<file path="src/rtl/mem_wb_stage_pkg.sv">
`default_nettype none
// ============================================================================
//  Module      : mem_wb_stage_pkg
//  Description : Shared definitions for the MEM stage and MEM/WB register.
//                Holds the control-word bit positions, FSM state encodings
//                and the default memory-ack timeout.
//  Revision    : 1.0  initial release
// ============================================================================
package mem_wb_stage_pkg;

    // Bit positions inside the 7-bit control word from EX/MEM
    localparam int unsigned CTRL_REGWRITE = 6;
    localparam int unsigned CTRL_MEMTOREG = 5;
    localparam int unsigned CTRL_BRANCH   = 4;
    localparam int unsigned CTRL_MEMREAD  = 3;
    localparam int unsigned CTRL_MEMWRITE = 2;
    localparam int unsigned CTRL_JUMP     = 1;
    localparam int unsigned CTRL_BRANCHNE = 0;

    // Cycles to wait for an acknowledge before abandoning an access
    localparam int unsigned TMO_DEFAULT = 64;

    typedef enum logic [1:0] {
        ST_IDLE = 2'd0,
        ST_WAIT = 2'd1,
        ST_ERR  = 2'd2
    } state_t;

endpackage : mem_wb_stage_pkg
`default_nettype wire

</file>
<file path="src/rtl/memwb_reg.sv">
`default_nettype none
// ============================================================================
//  Module      : memwb_reg
//  Description : MEM/WB pipeline register. Loads on every edge while load_i
//                is high. A bubble clears the two write-back control bits
//                and keeps every data field as it was.
//  Ports       : clk_i, rst_i (async, active-high)
//                load_i, bubble_i          - load enable / bubble insert
//                regwrite_i, memtoreg_i    - control bits to register
//                rdata_i, retalu_i,
//                wbdata_i, wbaddr_i        - data fields to register
//                *_o                       - registered copies
//  Revision    : 1.0  initial release
// ============================================================================
module memwb_reg (
    input  logic        clk_i,
    input  logic        rst_i,
    input  logic        load_i,
    input  logic        bubble_i,
    input  logic        regwrite_i,
    input  logic        memtoreg_i,
    input  logic [31:0] rdata_i,
    input  logic [31:0] retalu_i,
    input  logic [31:0] wbdata_i,
    input  logic [4:0]  wbaddr_i,
    output logic        regwrite_o,
    output logic        memtoreg_o,
    output logic [31:0] rdata_o,
    output logic [31:0] retalu_o,
    output logic [31:0] wbdata_o,
    output logic [4:0]  wbaddr_o
);

    logic        regwrite_q;
    logic        memtoreg_q;
    logic [31:0] rdata_q;
    logic [31:0] retalu_q;
    logic [31:0] wbdata_q;
    logic [4:0]  wbaddr_q;

    always_ff @(posedge clk_i or posedge rst_i) begin
        if (rst_i) begin
            regwrite_q <= 1'b0;
            memtoreg_q <= 1'b0;
            rdata_q    <= 32'd0;
            retalu_q   <= 32'd0;
            wbdata_q   <= 32'd0;
            wbaddr_q   <= 5'd0;
        end else if (load_i) begin
            if (bubble_i) begin
                regwrite_q <= 1'b0;
                memtoreg_q <= 1'b0;
            end else begin
                regwrite_q <= regwrite_i;
                memtoreg_q <= memtoreg_i;
                rdata_q    <= rdata_i;
                retalu_q   <= retalu_i;
                wbdata_q   <= wbdata_i;
                wbaddr_q   <= wbaddr_i;
            end
        end
    end

    assign regwrite_o = regwrite_q;
    assign memtoreg_o = memtoreg_q;
    assign rdata_o    = rdata_q;
    assign retalu_o   = retalu_q;
    assign wbdata_o   = wbdata_q;
    assign wbaddr_o   = wbaddr_q;

endmodule : memwb_reg
`default_nettype wire

</file>
<file path="src/rtl/mem_wb_stage.sv">
`default_nettype none
// ============================================================================
//  Module      : mem_wb_stage
//  Description : MEM pipeline stage. Issues data-memory requests, stalls the
//                front of the pipe until the memory acknowledges, abandons an
//                access after TMO cycles (sticky error flag), resolves
//                branches/jumps and feeds the MEM/WB register.
//  Ports       : clk_i, rst_i (async, active-high)
//                ctrl_signal_i, pc_branch_i, pc_jump_i, zero_i, retAlu_i,
//                Wridata_i, WBaddr_i              - from EX/MEM
//                dm_req_o, dm_we_o, dm_addr_o, dm_wdata_o,
//                dm_ack_i, dm_rdata_i             - data-memory handshake
//                stall_o, pc_src_o, pc_target_o, flush_o - hazard / redirect
//                RegWrite_o, MemtoReg_o, rdata_o, retAlu_o, wbdata_o,
//                WBaddr_o                         - MEM/WB register
//                mem_err_o                        - sticky timeout flag
//  Revision    : 1.0  initial release
// ============================================================================
module mem_wb_stage
    import mem_wb_stage_pkg::*;
#(
    parameter int unsigned TMO = TMO_DEFAULT
) (
    input  logic        clk_i,
    input  logic        rst_i,
    input  logic [6:0]  ctrl_signal_i,
    input  logic [31:0] pc_branch_i,
    input  logic [31:0] pc_jump_i,
    input  logic        zero_i,
    input  logic [31:0] retAlu_i,
    input  logic [31:0] Wridata_i,
    input  logic [4:0]  WBaddr_i,
    output logic        dm_req_o,
    output logic        dm_we_o,
    output logic [31:0] dm_addr_o,
    output logic [31:0] dm_wdata_o,
    input  logic        dm_ack_i,
    input  logic [31:0] dm_rdata_i,
    output logic        stall_o,
    output logic        pc_src_o,
    output logic [31:0] pc_target_o,
    output logic        flush_o,
    output logic        RegWrite_o,
    output logic        MemtoReg_o,
    output logic [31:0] rdata_o,
    output logic [31:0] retAlu_o,
    output logic [31:0] wbdata_o,
    output logic [4:0]  WBaddr_o,
    output logic        mem_err_o
);

    localparam logic [7:0] TMO_LAST = 8'(TMO - 1);

    state_t      state_q, state_d;
    logic [7:0]  cnt_q, cnt_d;
    logic        err_q, err_d;

    logic        mem_op;
    logic        req;
    logic        stall;
    logic        rd_done;
    logic [31:0] rd_data;
    logic [31:0] wb_data;
    logic        bubble;
    logic        taken;

    // ------------------------------------------------------------------
    // Memory request / stall. Reset masks the request combinationally so
    // an in-flight access is dropped without waiting for an edge.
    // ------------------------------------------------------------------
    always_comb begin
        mem_op  = ctrl_signal_i[CTRL_MEMREAD] | ctrl_signal_i[CTRL_MEMWRITE];
        req     = mem_op & (state_q != ST_ERR) & ~rst_i;
        stall   = req & ~dm_ack_i;
        // A combined read+write control word is treated as a store
        rd_done = req & dm_ack_i & ~ctrl_signal_i[CTRL_MEMWRITE];
        rd_data = rd_done ? dm_rdata_i : 32'd0;
        wb_data = ctrl_signal_i[CTRL_MEMTOREG] ? rd_data : retAlu_i;
        bubble  = stall | (state_q == ST_ERR);
        taken   = (ctrl_signal_i[CTRL_BRANCH] &
                   (zero_i ^ ctrl_signal_i[CTRL_BRANCHNE])) |
                  ctrl_signal_i[CTRL_JUMP];
    end

    assign dm_req_o    = req;
    assign dm_we_o     = req & ctrl_signal_i[CTRL_MEMWRITE];
    assign dm_addr_o   = req ? retAlu_i  : 32'd0;
    assign dm_wdata_o  = req ? Wridata_i : 32'd0;
    assign stall_o     = stall;
    assign pc_src_o    = taken & ~stall & ~rst_i;
    assign flush_o     = taken & ~stall & ~rst_i;
    assign pc_target_o = rst_i ? 32'd0 :
                         (ctrl_signal_i[CTRL_JUMP] ? pc_jump_i : pc_branch_i);
    assign mem_err_o   = err_q;

    // ------------------------------------------------------------------
    // FSM next state, wait counter and sticky error flag
    // ------------------------------------------------------------------
    always_comb begin
        state_d = state_q;
        cnt_d   = cnt_q;
        err_d   = err_q;
        case (state_q)
            ST_IDLE: begin
                cnt_d = 8'd0;
                if (mem_op && !dm_ack_i) begin
                    state_d = ST_WAIT;
                end
            end
            ST_WAIT: begin
                // An ack on the last allowed cycle still completes the access
                if (dm_ack_i) begin
                    state_d = ST_IDLE;
                    cnt_d   = 8'd0;
                end else if (cnt_q == TMO_LAST) begin
                    state_d = ST_ERR;
                    cnt_d   = 8'd0;
                    err_d   = 1'b1;
                end else if (cnt_q != 8'hFF) begin
                    cnt_d = cnt_q + 8'd1;
                end
            end
            ST_ERR: begin
                state_d = ST_IDLE;
                cnt_d   = 8'd0;
            end
            default: begin
                state_d = ST_IDLE;
                cnt_d   = 8'd0;
            end
        endcase
    end

    always_ff @(posedge clk_i or posedge rst_i) begin
        if (rst_i) begin
            state_q <= ST_IDLE;
            cnt_q   <= 8'd0;
            err_q   <= 1'b0;
        end else begin
            state_q <= state_d;
            cnt_q   <= cnt_d;
            err_q   <= err_d;
        end
    end

    // ------------------------------------------------------------------
    // MEM/WB register
    // ------------------------------------------------------------------
    memwb_reg u_memwb_reg (
        .clk_i      (clk_i),
        .rst_i      (rst_i),
        .load_i     (1'b1),
        .bubble_i   (bubble),
        .regwrite_i (ctrl_signal_i[CTRL_REGWRITE]),
        .memtoreg_i (ctrl_signal_i[CTRL_MEMTOREG]),
        .rdata_i    (rd_data),
        .retalu_i   (retAlu_i),
        .wbdata_i   (wb_data),
        .wbaddr_i   (WBaddr_i),
        .regwrite_o (RegWrite_o),
        .memtoreg_o (MemtoReg_o),
        .rdata_o    (rdata_o),
        .retalu_o   (retAlu_o),
        .wbdata_o   (wbdata_o),
        .wbaddr_o   (WBaddr_o)
    );

endmodule : mem_wb_stage
`default_nettype wire
</file>
<file path="config.mk">
export PLATFORM = sky130hd
export DESIGN_NAME = mem_wb_stage
export DESIGN_NICKNAME = d
export VERILOG_FILES = /design/src/rtl/mem_wb_stage_pkg.sv /design/src/rtl/memwb_reg.sv /design/src/rtl/mem_wb_stage.sv
export SDC_FILE = /design/constraint.sdc
export NUM_CORES = 1
export LEC_CHECK = 0
export ABC_CLOCK_PERIOD_IN_PS = 4400
export CORE_AREA = 4 4 144 146
export CTS_CLUSTER_SIZE = 25
export DETAILED_ROUTE_END_ITERATION = 8
export DIE_AREA = 0 0 148 150
export HOLD_SLACK_MARGIN = 0.03
export PLACE_DENSITY = 0.69
export SLEW_MARGIN = 15
export SYNTH_ARGS = -nofsm -noshare
export SYNTH_HDL_FRONTEND = slang
export SYNTH_SLANG_ARGS = --single-unit
</file>
<file path="constraint.sdc">
create_clock -name clk_i -period 4.4 [get_ports clk_i]
set_input_delay 0.88 -clock clk_i [delete_from_list [all_inputs] [get_ports clk_i]]
set_output_delay 0.88 -clock clk_i [all_outputs]
set_load 0.01 [all_outputs]
</file>
---- Yosys cells after proc, flatten, opt, wreduce, memory -nomap -nowiden ----
Cells that the tools add are included.
W data, S select, Z words.
storage, ports and cells
  flip-flop bits (word level) ............. 114
  latch bits .............................. 0
  memory bits (writable) .................. 0
  bits in read-only memories .............. 0
  input port bits ......................... 176
  output and inout bits ................... 205
  word-level logic and storage cells ...... 56
  memories ................................ 0
operators by class
  add/sub/neg operators ................... 1
  $mul .................................... 0
  div/mod/pow operators ................... 0
  order comparisons ....................... 0
  eq/ne operators ......................... 8
  shift-type cells ........................ 0
  muxes and demuxes ....................... 16
  bitwise logic cells ..................... 17
  reductions and logical operators ........ 5
operators with widths
  kind                   number
  $mux W32               6
  $mux W8                4
  $and A1 B1 Y1          9
  $add A8 B1 Y8 const B  1
  $eq A8 B6 Y1 const B   1
  $ne A8 B8 Y1 const B   1
  $mux W2                3
  $ne A2 B2 Y1 const B   2
  $ne A4 B4 Y1 const B   1
  $not A1 Y1             4
  $pmux W2 S2            1
  $ne A3 B3 Y1 const B   1
  $or A1 B1 Y1           3
  $reduce_and A3 Y1      1
  $eq A2 B1 Y1 const B   1
  $eq A2 B2 Y1 const B   1
  $logic_not A2 Y1       1
  $mux W1                2
  $reduce_and A2 Y1      1
  $logic_and A1 B1 Y1    1
  $logic_not A1 Y1       1
  $xor A1 B1 Y1          1

---- Logic depth before layout (Yosys ltp) ----
  depth in word-level cells ............... 7
  gate-level depth with buffers ........... 6
  depth with buffers taken out ............ 5

---- By module ----
Synthesis repeated with hierarchy kept, for this count alone.
unflattened totals
  cells, all modules ...................... 501
  area, all modules ....................... 6367.4 µm²
modules (own cells, without submodules)
  module        times used  cells each  area an instance (µm²)  sequential area each (µm²)
  memwb_reg     1           220         4186.5                  2577.5
  mem_wb_stage  1           281         2180.8                  275.3

---- Worst setup path after synthesis ----
No wires, ideal clock.
  kind .................................... input to output
  start point ............................. in rst_i
  end point ............................... out dm_we_o
  data arrival time ....................... 3922 ps
  data required time ...................... 3520 ps
  path slack .............................. -402 ps
  stages on the path ...................... 3
  path buffers ............................ 1
  cells stage by stage .................... buf_2 inv_1 and3_1
between the ends
  cells in the longest elaborated chain, start to end .. 3
RTL lines
  element        RTL line            RTL
  from (decl)    mem_wb_stage.sv:25  input logic rst_i,
  $not A1 Y1     mem_wb_stage.sv:73  req = mem_op & (state_q != ST_ERR) & ~rst_i;
  $and A1 B1 Y1  mem_wb_stage.sv:73
  $and A1 B1 Y1  mem_wb_stage.sv:86  assign dm_we_o = req & ctrl_signal_i[CTRL_MEMWRITE];
  to (decl)      mem_wb_stage.sv:34  output logic dm_we_o,
No other way between the ends.

---- Worst setup path in the final report ----
  start point ............................. in ctrl_signal_i[2]
  end point ............................... out dm_wdata_o[11]
between the ends
  cells in the longest elaborated chain, start to end .. 4
RTL lines
  element                      RTL line            RTL
  from (decl)                  mem_wb_stage.sv:26  input logic [6:0] ctrl_signal_i,
  $or A1 B1 Y1                 mem_wb_stage.sv:72  mem_op = ctrl_signal_i[CTRL_MEMREAD] | ctrl_signal_i[CTRL_MEMWRITE];
  $and A1 B1 Y1 (2 in series)  mem_wb_stage.sv:73
  $mux W32                     mem_wb_stage.sv:88  assign dm_wdata_o = req ? Wridata_i : 32'd0;
  to (decl)                    mem_wb_stage.sv:36  output logic [31:0] dm_wdata_o,
No other way between the ends.

==> flow_summary.json <==
{
  "p_switching_uw": 839.3,
  "grt_pass1_wl_um": 33660,
  "p_clk_share_pct": 42.8,
  "drtAntennaViolNets": 0,
  "worstMarginPinSlew_ps": 997.3,
  "grt_pass1_vias": 5990,
  "viasPerCell": 4.598,
  "clk_pin_slew_ps": 50,
  "die_area_sq_um": 22200,
  "path_class": "in -> out",
  "ys_seq_area_share_pct": 50.57,
  "max_freq_mhz": 271.1,
  "syn_area_sq_um": 5642,
  "die_h_um": 150,
  "irDropWorstVdd_v": 0.0002461,
  "cp-start-kind": "primary input",
  "max_cap_violations": 0,
  "fillers": 1843,
  "io_pins": 381,
  "ys_warn_count": 0,
  "status": "finished clean",
  "drtIter0Drc": 172,
  "fp.dieW_um": 148,
  "drive_gt1_share_pct": 5.316,
  "final_common_cell": "clkdlybuf4s50_1",
  "multiInputGateArea_sq_um": 2586,
  "post_cts_buffers": 0,
  "p_leak_uw": 0.004454,
  "fin_crit_sh_pct": 83.84,
  "clock_skew_ps": 5.617,
  "antennaDiodeCount": 0,
  "synthArstFlopShare_pct": 100.0,
  "path_cells": "clkdlybuf4s50_1, nor2_1, nor3_2, buf_4, and2_1, clkdlybuf4s50_1",
  "p_int_uw": 2436,
  "arrival_ps": 2810,
  "syn_inst": 620,
  "antenna_found_initial": 0,
  "endpoint_kind": "output port",
  "crit_fanout": 43,
  "grt_max_degree": 73,
  "seq_power_share_pct": 35.2,
  "wl_um": 22110,
  "core-area_sq_um": 19400,
  "grt_usage_pct": 19.39,
  "timing.critical_path.mode_cell": "clkdlybuf4s50_1",
  "grt_overflow": 0,
  "post-dp-hpwl_um": 16580,
  "h-tree-depth": 4,
  "finalSetupViolCount": 0,
  "fp-row-count": 51,
  "cts_made_buffers": 17,
  "routabilityCongestion": 0.7680,
  "ctsHoldBuffers": 0,
  "place_area_sq_um": 9701,
  "ys_ff_latch": 114,
  "nNetsFinal": 1161,
  "synth.avg_cell_area_sq_um": 9.099,
  "rsz0062_at_grt": "false",
  "critPathMaxStageDelay_ps": 540,
  "required_ps": 3520,
  "ctsResizeCount": 0,
  "clock-sinks": 114,
  "drcViolationCount": 0,
  "syn-num-nets": 797,
  "max_slew_margin_pct": 33.52,
  "fin_crit_ps": 3689,
  "cts_root_buf": "clkbuf_16",
  "timing.final.max_slew_violations": 0,
  "synth_edf_count": 0,
  "portBuffers": 380,
  "clockBufferDepth": 2,
  "hold_viol_final": 0,
  "crit_path_top_delay_cell": "clkdlybuf4s50_1",
  "powerDensity_nw_per_um2": 317.9,
  "initial_utilization_pct": 29.08,
  "final_design_area_no_fill_sq_um": 10300,
  "synthToLayoutAreaGrowth_pct": 82.63,
  "finalSetupTns_ps": 0,
  "route.vias.total": 5803,
  "synth.distinct_cells": 33,
  "min_path_type": "reg -> reg",
  "power_frac_comb_pct": 22.0,
  "swShare_pct": 25.63,
  "clk_latency_ps": 410,
  "cts_tree": "done",
  "regArea_sq_um": 2853,
  "firstDrtPassIters": 6,
  "final_cell_mix": "clkdlybuf4s50_1, nand2_1, dfrtp_1",
  "wire_per_inst_um": 17.52,
  "synth-main-ff-cell": "dfrtp_1"
}
[kinds of logic after synthesis]
| family | share of synthesized area (%) |
|---|---|
| buffers and inverters | 3.859 |
| AOI/OAI and AO/OA | 13.35 |
| adders and majority gates | 0.2217 |
| and+or+nand+nor | 26.17 |
| xor gates and xnor gates | 0.1553 |
| muxes | 5.678 |
| DFF | 50.57 |
[flip-flops by register name, summed over array words and instances, names as in the netlist]
signal and flops:
cnt_q 8, mem_err_o 1, state_q 2, u_memwb_reg.memtoreg_o 1, u_memwb_reg.rdata_o 32, u_memwb_reg.regwrite_o 1
u_memwb_reg.retalu_o 32, u_memwb_reg.wbaddr_o 5, u_memwb_reg.wbdata_o 32
[power by group through the flow]
stage | sequential, uW | combinational [uW] | clock, uW
finish | 1150 | 720 | 1400
global route | 1160 | 780 | 1490
CTS | 1150 | 733 | 1440
detailed placement | 1170 | 729 | 0
global placement | 1170 | 726 | 0
floorplan | 1200 | 226 | 0
[path summary, 6_finish.rpt]
kind                                            endpoint  cells after the start             start  slack [ps]
worst max-delay path                      dm_wdata_o[11]                      6  ctrl_signal_i[2]         710
worst min-delay path                           mem_err_o                      1         mem_err_o         470
worst max register to register                  cnt_q[3]                      4        state_q[1]        2520
worst min register to register                 mem_err_o                      1         mem_err_o         470
max in group asynchronous       u_memwb_reg.retalu_o[15]                      4             rst_i        1880
min in group asynchronous       u_memwb_reg.retalu_o[28]                      3             rst_i        1170
[per-stage QoR]
step           hold WS, ps  instances  util (%)  setup slack [ps]  total power, uW
3_5_place_dp         460.2       1230     50.01             683.1             1898
5_1_grt              488.0       1262     53.12             548.6             3429
6_report             471.8       1262     53.12             711.0             3275
2_1_floorplan        461.0        620         -             285.6             1425
3_3_place_gp         456.8       1230     50.01             692.4             1893
4_1_cts              474.1       1262     53.12             680.6             3326
[metal layers]
| metal | vias to the layer above | routed length [um] | track usage [%] |
|---|---|---|---|
| li1 | 2813 | - | - |
| met1 | 2689 | 8620 | 21.90 |
| met2 | 271 | 11150 | 34.41 |
| met3 | 30 | 1915 | 7.299 |
| met4 | 0 | 423 | 5.312 |
| met5 | - | 0 | 0 |
[critical path, delay by kind of cell]
family	cells	cell delay (ps)
buffers and inverters	3	1420
and+or+nand+nor	3	490
[final cells by class]
cell class	instances	share of cell area [%]
clock inverters	13	1.554
repair buffers	394	37.96
multi-input cells	453	25.10
well taps	265	3.218
inverters	4	0.1821
clock buffers	19	4.299
flip-flops and latches	114	27.69
[synth_stat cells, types with 2 or more instances]
cell	instances	area share, %
buf_4	2	0.27
nor2_1	67	4.5
o21ai_1	4	0.35
and2_1	66	7.3
nor3_1	5	0.44
inv_1	4	0.27
nor2b_1	33	3.7
nand2_1	116	7.7
or3_1	4	0.44
nor4_4	2	0.75
a22o_1	32	5.0
nor4_1	3	0.33
a21oi_1	38	3.4
mux2i_1	32	5.7
clkbuf_1	35	2.3
and3_1	2	0.22
a31oi_1	32	3.5
dfrtp_1	114	51
buf_1	3	0.20
nand3_1	5	0.44
buf_2	9	0.80
(Power assumes the default switching activity.)
